$ cat src/rtl/sram_32x128_1rw_pkg.sv
// ---------------------------------------------------------------------------
// sram_pkg
// Shared definitions for the 32x128 single-port SRAM model:
//   - default geometry (DATA_WIDTH, ADDR_WIDTH) and the derived RAM_DEPTH
//   - data/address typedefs used by the interface, the array and benches
//   - a small access-decode helper turning the active-low strobes into an
//     explicit operation code
// ---------------------------------------------------------------------------
package sram_pkg;

    localparam int DATA_WIDTH = 32;
    localparam int ADDR_WIDTH = 7;
    localparam int RAM_DEPTH  = 1 << ADDR_WIDTH;

    typedef logic [DATA_WIDTH-1:0] data_t;
    typedef logic [ADDR_WIDTH-1:0] addr_t;

    // Operation performed on a rising edge of the clock.
    typedef enum logic [1:0] {
        OP_IDLE  = 2'd0,
        OP_WRITE = 2'd1,
        OP_READ  = 2'd2
    } op_e;

    // Both strobes are active low: deselect wins over the write enable.
    function automatic op_e decode_op(input logic csb, input logic web);
        if (csb) begin
            return OP_IDLE;
        end else if (web) begin
            return OP_READ;
        end else begin
            return OP_WRITE;
        end
    endfunction

endpackage : sram_pkg

$ cat src/rtl/sram_32x128_1rw_if.sv
// ---------------------------------------------------------------------------
// sram_32x128_1rw_if
// Bundles the single shared read/write port of the SRAM.
//   csb0        chip select, active low          (master -> slave)
//   web0        write enable, active low         (master -> slave)
//   addr0       word address                     (master -> slave)
//   din0        write data                       (master -> slave)
//   dout0       registered read data             (slave  -> master)
//   parity_err0 registered parity mismatch flag  (slave  -> master)
//               present only when SRAM_PARITY_EN is defined
// Modports: master (core / bus adapter side), slave (memory side).
// ---------------------------------------------------------------------------
interface sram_32x128_1rw_if #(
    parameter int DATA_WIDTH = sram_pkg::DATA_WIDTH,
    parameter int ADDR_WIDTH = sram_pkg::ADDR_WIDTH
);

    logic                  csb0;
    logic                  web0;
    logic [ADDR_WIDTH-1:0] addr0;
    logic [DATA_WIDTH-1:0] din0;
    logic [DATA_WIDTH-1:0] dout0;
`ifdef SRAM_PARITY_EN
    logic                  parity_err0;
`endif

`ifdef SRAM_PARITY_EN
    modport master (
        output csb0, web0, addr0, din0,
        input  dout0, parity_err0
    );

    modport slave (
        input  csb0, web0, addr0, din0,
        output dout0, parity_err0
    );
`else
    modport master (
        output csb0, web0, addr0, din0,
        input  dout0
    );

    modport slave (
        input  csb0, web0, addr0, din0,
        output dout0
    );
`endif

endinterface : sram_32x128_1rw_if

$ cat src/rtl/sram_32x128_1rw_parity_gen.sv
// ---------------------------------------------------------------------------
// sram_parity_gen
// Combinational even-parity generator. The returned bit makes the total
// number of ones across {data_i, parity_o} even. The same block computes
// the bit stored on a write and the bit recomputed on a read, so both
// paths agree on the parity definition by construction.
//   data_i   in  WIDTH  word to protect
//   parity_o out 1      XOR reduction of data_i
// ---------------------------------------------------------------------------
module sram_parity_gen #(
    parameter int WIDTH = sram_pkg::DATA_WIDTH
) (
    input  logic [WIDTH-1:0] data_i,
    output logic             parity_o
);

    assign parity_o = ^data_i;

endmodule : sram_parity_gen

$ cat src/rtl/sram_32x128_1rw.sv
// ---------------------------------------------------------------------------
// sram_32x128_1rw
// Functional model of a single-port synchronous 32-bit x 128-word SRAM.
// One shared port: per rising edge of clk0 it performs an idle cycle, a
// write, or a read with one cycle of latency. Read data is registered and
// holds until the next read; writes never update dout0.
//
// Ports:
//   clk0   in   1      clock, all state changes on its rising edge
//   rst_n  in   1      asynchronous active-low reset, clears dout0 only
//   bus    slave       csb0 / web0 / addr0 / din0 in, dout0 out
//                      (plus parity_err0 out with SRAM_PARITY_EN)
//
// Configuration macro:
//   SRAM_PARITY_EN  when defined, each word carries an even-parity bit
//                   written from din0, and a read reports a mismatch
//                   between recomputed and stored parity on parity_err0.
//                   When undefined there is no parity storage at all.
// ---------------------------------------------------------------------------
module sram_32x128_1rw #(
    parameter int DATA_WIDTH = sram_pkg::DATA_WIDTH,
    parameter int ADDR_WIDTH = sram_pkg::ADDR_WIDTH
) (
    input  logic              clk0,
    input  logic              rst_n,
    sram_32x128_1rw_if.slave  bus
);

    import sram_pkg::*;

    // Depth always follows the address width; every address is in range.
    localparam int RAM_DEPTH = 1 << ADDR_WIDTH;

    // -----------------------------------------------------------------------
    // Access decode
    // -----------------------------------------------------------------------
    op_e op;

    assign op = decode_op(bus.csb0, bus.web0);

    // -----------------------------------------------------------------------
    // Storage array
    // -----------------------------------------------------------------------
    logic [DATA_WIDTH-1:0] mem [RAM_DEPTH];

    // NOTE: the array has no reset branch on purpose: a real macro powers up
    // with unknown contents, and a reset loop over every word would stop the
    // array mapping onto RAM.
    // NOTE: sequential state is always updated with non-blocking <= so every
    // flop samples the values that existed before the edge.
    always_ff @(posedge clk0) begin
        if (op == OP_WRITE) begin
            mem[bus.addr0] <= bus.din0;
        end
    end

    // -----------------------------------------------------------------------
    // Registered read port
    // -----------------------------------------------------------------------
    logic [DATA_WIDTH-1:0] dout_d;
    logic [DATA_WIDTH-1:0] dout_q;

    // NOTE: the hold value is assigned first so every path through the block
    // drives dout_d, which keeps this purely combinational (no latch).
    always_comb begin
        dout_d = dout_q;
        if (op == OP_READ) begin
            dout_d = mem[bus.addr0];
        end
    end

    always_ff @(posedge clk0 or negedge rst_n) begin
        if (!rst_n) begin
            dout_q <= '0;
        end else begin
            dout_q <= dout_d;
        end
    end

    assign bus.dout0 = dout_q;

`ifdef SRAM_PARITY_EN
    // -----------------------------------------------------------------------
    // Parity storage and check
    // -----------------------------------------------------------------------
    // Kept as a separate bit array beside the data so a bench can disturb the
    // stored parity without touching the data word.
    logic par_mem [RAM_DEPTH];

    logic wr_parity;   // parity of incoming din0
    logic rd_parity;   // parity recomputed from the addressed word

    sram_parity_gen #(
        .WIDTH (DATA_WIDTH)
    ) u_wr_parity (
        .data_i   (bus.din0),
        .parity_o (wr_parity)
    );

    sram_parity_gen #(
        .WIDTH (DATA_WIDTH)
    ) u_rd_parity (
        .data_i   (mem[bus.addr0]),
        .parity_o (rd_parity)
    );

    always_ff @(posedge clk0) begin
        if (op == OP_WRITE) begin
            par_mem[bus.addr0] <= wr_parity;
        end
    end

    logic parity_err_d;
    logic parity_err_q;

    // The flag is produced on the same edge as the read data and, like
    // dout0, holds between reads.
    always_comb begin
        parity_err_d = parity_err_q;
        if (op == OP_READ) begin
            parity_err_d = rd_parity ^ par_mem[bus.addr0];
        end
    end

    always_ff @(posedge clk0 or negedge rst_n) begin
        if (!rst_n) begin
            parity_err_q <= 1'b0;
        end else begin
            parity_err_q <= parity_err_d;
        end
    end

    assign bus.parity_err0 = parity_err_q;
`endif

endmodule : sram_32x128_1rw

$ cat src/flat_wrapper.sv
// flat-port wrapper written by rule: the top's interface ports become plain ports
module sram_32x128_1rw_flat import sram_pkg::*;
#(
    parameter int DATA_WIDTH = sram_pkg::DATA_WIDTH,
    parameter int ADDR_WIDTH = sram_pkg::ADDR_WIDTH
)
  (clk0, rst_n, bus_csb0, bus_web0, bus_addr0, bus_din0, bus_dout0);
  sram_32x128_1rw_if #(.DATA_WIDTH(DATA_WIDTH), .ADDR_WIDTH(ADDR_WIDTH)) bus_i ();
  input  logic clk0;
  input  logic rst_n;
  input wire logic [$bits(bus_i.csb0)-1:0] bus_csb0;
  input wire logic [$bits(bus_i.web0)-1:0] bus_web0;
  input wire logic [$bits(bus_i.addr0)-1:0] bus_addr0;
  input wire logic [$bits(bus_i.din0)-1:0] bus_din0;
  output wire logic [$bits(bus_i.dout0)-1:0] bus_dout0;
  assign bus_i.csb0 = bus_csb0;
  assign bus_i.web0 = bus_web0;
  assign bus_i.addr0 = bus_addr0;
  assign bus_i.din0 = bus_din0;
  assign bus_dout0 = bus_i.dout0;
  sram_32x128_1rw #(.DATA_WIDTH(DATA_WIDTH), .ADDR_WIDTH(ADDR_WIDTH)) u_core (.clk0(clk0), .rst_n(rst_n), .bus(bus_i));
endmodule
$ cat config.mk
export PLATFORM = sky130hd
export DESIGN_NAME = sram_32x128_1rw_flat
export DESIGN_NICKNAME = d
export VERILOG_FILES = /design/src/rtl/sram_32x128_1rw_pkg.sv /design/src/rtl/sram_32x128_1rw_if.sv /design/src/rtl/sram_32x128_1rw_parity_gen.sv /design/src/rtl/sram_32x128_1rw.sv /design/src/flat_wrapper.sv
export SDC_FILE = /design/constraint.sdc
export NUM_CORES = 2
export LEC_CHECK = 0
export BUFFER_PORTS_ARGS = -buffer_cell sky130_fd_sc_hd__buf_4
export CAP_MARGIN = 30
export CORE_ASPECT_RATIO = 0.9
export CORE_MARGIN = 4
export CORE_UTILIZATION = 40
export CTS_BUF_LIST = sky130_fd_sc_hd__clkbuf_2 sky130_fd_sc_hd__clkbuf_4 sky130_fd_sc_hd__clkbuf_8
export CTS_CLUSTER_SIZE = 8
export DETAILED_ROUTE_END_ITERATION = 6
export PLACE_DENSITY_LB_ADDON = 0.12
export SLEW_MARGIN = 5
export SYNTH_ARGS = -nofsm -noshare
export SYNTH_HDL_FRONTEND = slang
export SYNTH_SLANG_ARGS = --single-unit
export TNS_END_PERCENT = 100
$ cat constraint.sdc
create_clock -name clk0 -period 2.2 [get_ports clk0]
set_input_delay 0.11 -clock clk0 [delete_from_list [all_inputs] [get_ports clk0]]
set_output_delay 0.11 -clock clk0 [all_outputs]
set_load 0.02 [all_outputs]
**Word-level counts from Yosys, hierarchy flattened**

Memory sizes are Yosys's and may differ from the RTL's. A register that Yosys moved wholly into a read port is not among the register bits.
Cells that the tools add are included.

- Bits in registers: 0
- Memory bits (writable): 4096
- Bits of input ports: 43
- Output and inout port bits: 32
- Word-level logic and storage cells: 8
- Memories: 1

Memories:

| memory | depth | bits a word | read ports | clocked after Yosys merged registers in | write ports | line | RTL |
|---|---|---|---|---|---|---|---|
| u_core.mem | 128 | 32 | 1 | 1 | 1 | sram_32x128_1rw.sv:44 | `logic [DATA_WIDTH-1:0] mem [RAM_DEPTH];` |

- Eq/ne operators: 2
- Muxes and demuxes: 4
- Reductions and logical operators: 1

Operator list:

| operator | count |
|---|---|
| 2-bit two-way mux | 2 |
| 2-bit by 1-bit equality test with 1-bit output, second input constant | 1 |
| 2-bit equality test, second input constant | 1 |
| 1-bit two-way mux | 2 |
| 1-bit logical NOT | 1 |

**Longest topological paths before layout**

- Depth in word-level cells: 5
- Mapped depth: 13
- Depth with buffers taken out: 7

**Worst setup path before layout**

Ideal clock, no wire load.

- Path type: input port to flip-flop
- Start point: input port bus_addr0[2]
- End point: memory u_core.mem[82][0], enable pin
- Setup time: 0.461 ns
- Arrival: 3.611 ns
- Data required time: 1.739 ns
- Path slack: -1.872 ns
- Stages on the path: 9
- Path buffers: 8
- Cell sequence: buf_2 buf_6 buf_6 buf_6 buf_4 buf_2 buf_2 buf_2 nor3_1

RTL lines:

| what | line | RTL |
|---|---|---|
| from (decl) | flat_wrapper.sv:13 | `input wire logic [$bits(bus_i.addr0)-1:0] bus_addr0;` |
| to (decl) | sram_32x128_1rw.sv:44 |  |

Straight into the memory's write port.

==> metrics.yaml <==
netlist_top_cells_area: "edfxtp_1 (77%), mux4_2 (3.1%), a221oi_1 (2.7%), mux2i_1 (2.7%), mux2_2 (1.7%)"
grt_first_pass_wirelength_um: 891000
hold_end: "u_core.bus.dout0[18]"
io_buffers: 74
clockRootBuffer: "clkbuf_8"
place_inst: 15095
dieArea_um2: 407000
hold_viol_final: 1
rsz0062_at_grt: "yes"
fmax_mhz: 370
status: "finished, violations left"
final_nets: 10599
final_cell_mix: "edfxtp_1 (4096), buf_4 (1191), clkbuf_8 (698)"
hp-class: "primary input to flop"
min_period_ps: 2700
grt_remaining_overflow: 0
drtIter0Drc: 17436
cts_sinks: 4128
drive_above_1_share: 0.330
final_cells: 16370
placementRows: 219
r2r-end: "u_core.bus.dout0[8]"
powerDensity_nw_per_um2: 847
cp_data_required_time_ps: 3330
hold_path_depth: 6
netlist_instances: 8706
fillers: 32782
synth_top_area_cell: "edfxtp_1"
drcViolationCount: 5
slowest_delay_ps: 480
power_mw: 168
synth-main-ff-cell: "edfxtp_1"
seq_area_um2: 124000
power_leakage_nw: 65.5
crit_chain: "mux2_4 -> a221o_1 -> a22oi_2 -> buf_4 -> o22ai_4 -> or4_4 -> o32ai_4 -> o311ai_2"
firstDrtPassIters: 7
initial_core_util: 0.401
synth_nets: 8749
tns_ps: -3240
drv_cap: 0
syn2layout_area_growth_pct: 24.6
ant_nets: 0
ys_ff_latch: 4128
min_period_over_period: 1.23
fp.dieH_um: 606
slew_viol_final: 0
r2r_slack_ps: -500
worstSetupPathType: "flop to flop"
final_core_util: 0.500
grt_max_degree: 94
setup_viol: 22
dpl.hpwl_um: 431000
die_w_um: 672
gp_congestion: 0.913
cts_inserted_buffers: 676
viasPerCell: 6.27
worst_slack_ps: -505
final_common_cell: "edfxtp_1"
drt-total-wl_um: 670000
rr_worst_depth: 8
yosys.area.top_type_share: 0.775
ys.warnings.count: 0
cp.arrival_ps: 3840
syn_avg_cell_area_um2: 18.2
synth_seq_area_share: 0.780
worst_slew_pin_slew_ps: 1040
critPathMaxFanout: 1
vias: 102605
timing.rr.start: "u_core.mem[92][8]"
ir_drop_uv: 612
startpoint_type: "flop"
placed_area_um2: 182000
grt_use_total: 0.322
pin_count: 75
synth.cell_area_um2: 159000
routedWlPerCell_um: 41.0
grt_pass1_vias: 97817
holdWs_ps: -12.0
final_cell_area_um2: 198000
antenna_found_initial: 56
relSlewSlack: 0.302
holdCritStartpoint: "bus_addr0[3]"
clkTransAtPathRegs_ps: 60
synthDistinctLibCells: 82
synth-edff-count: 4096
cts_tree: "yes"
dpl_worst_slack_ps: -1830
h-tree-depth: 6
core_um2: 395000
multi_input_area_um2: 34500
end_kind: "flop"
async_flop_share: 0.00775
worst_skew_pair.late_latency_ps: 1280
slowest_stage: "or4_4"
clockBufferDepth: 4
skew_ps: 84.0
violations: "DRC, hold timing, setup timing"
[flip-flops by register name, summed over array words and instances (netlist names)]
register,count
u_core.mem,4096
u_core.bus.dout0,32
[critical path: cells and delay by family, from the launching register on]
| kind | cells | cell delay (ps) |
|---|---|---|
| AOI/OAI and AO/OA | 5 | 1320 |
| buffers and inverters | 1 | 180 |
| DFF | 1 | 360 |
| muxes | 1 | 270 |
| and+or+nand+nor | 1 | 480 |
[report_power, final]
group          switching [mW]  internal, mW  leakage (nW)  total [mW]
sequential              0.362          86.7          37.1        87.1
combinational            9.59          4.88          21.5        14.5
clock                    31.6          34.3          6.80        66.0
total                    41.6           126          65.5         168
[final cells by class]
| type | count | share of cell area |
|---|---|---|
| antenna | 16 | 0.000202 |
| clock inverter | 221 | 0.00714 |
| inverter | 8 | 0.000297 |
| tap | 5304 | 0.0335 |
| clock buffer | 951 | 0.0582 |
| sequential | 4128 | 0.626 |
| timing repair buffer | 1794 | 0.100 |
| multi-input combinational | 3948 | 0.174 |
[layer usage]
layer / wire length (um) / up-vias / GRT usage / share of wire
met5: 151 / - / 0 / 0.00023
met4: 33100 / 22 / 0.139 / 0.049
met3: 79400 / 1181 / 0.0776 / 0.12
met2: 291000 / 7274 / 0.474 / 0.43
met1: 266000 / 54142 / 0.457 / 0.40
li1: - / 39986 / - / -
[cells by family after synthesis]
family,after synthesis,share of synthesized area
DFF,4128,0.780
and+or+nand+nor,940,0.0247
buffers and inverters,630,0.0219
AOI/OAI and AO/OA,2121,0.0983
muxes,887,0.0751
[cells in the mapped netlist (all sizes together), types with 9 or more instances]
cell,n
edfxtp,4096
a221oi,487
buf,460
mux2i,422
nor2,401
nand2,377
o21ai,358
a21oi,317
a22oi,250
mux2,247
mux4,218
clkbuf,162
a221o,133
a22o,84
o221ai,69
o22ai,68
a31oi,61
o211ai,33
dfrtp,32
o2bb2ai,31
a222oi,30
nor3,29
a211oi,28
nand3,24
a2111oi,18
a311oi,15
nor2b,15
and3,14
nand4,14
nor4,14
o2111ai,14
o22a,14
a211o,12
nand2b,12
and2,11
o31ai,10
o32ai,10
o221a,9
o32a,9
[worst max path at each step]
stage / from / to / slack (ps) / cells past startpoint
after detailed placement: bus_addr0[0] / u_core.bus.dout0[28] / -1830 / 10
after global placement: bus_addr0[2] / u_core.bus.dout0[16] / -2220 / 10
final: u_core.mem[92][8] / u_core.bus.dout0[8] / -500 / 8
after global routing: u_core.mem[92][8] / u_core.bus.dout0[8] / -540 / 8
after CTS: u_core.mem[94][8] / u_core.bus.dout0[8] / -510 / 8
after floorplan: bus_addr0[2] / u_core.mem[96][0] / -200 / 9
[timing repair]
action	4_1_cts	5_1_grt
setup endpoints to repair	54	124
hold buffers	96	0
pin swaps	78	64
gates resized for setup	277	110
endpoints found under the hold margin	6233	0
buffers inserted	6	0
Note: power is estimated with default switching activity, not from simulation.
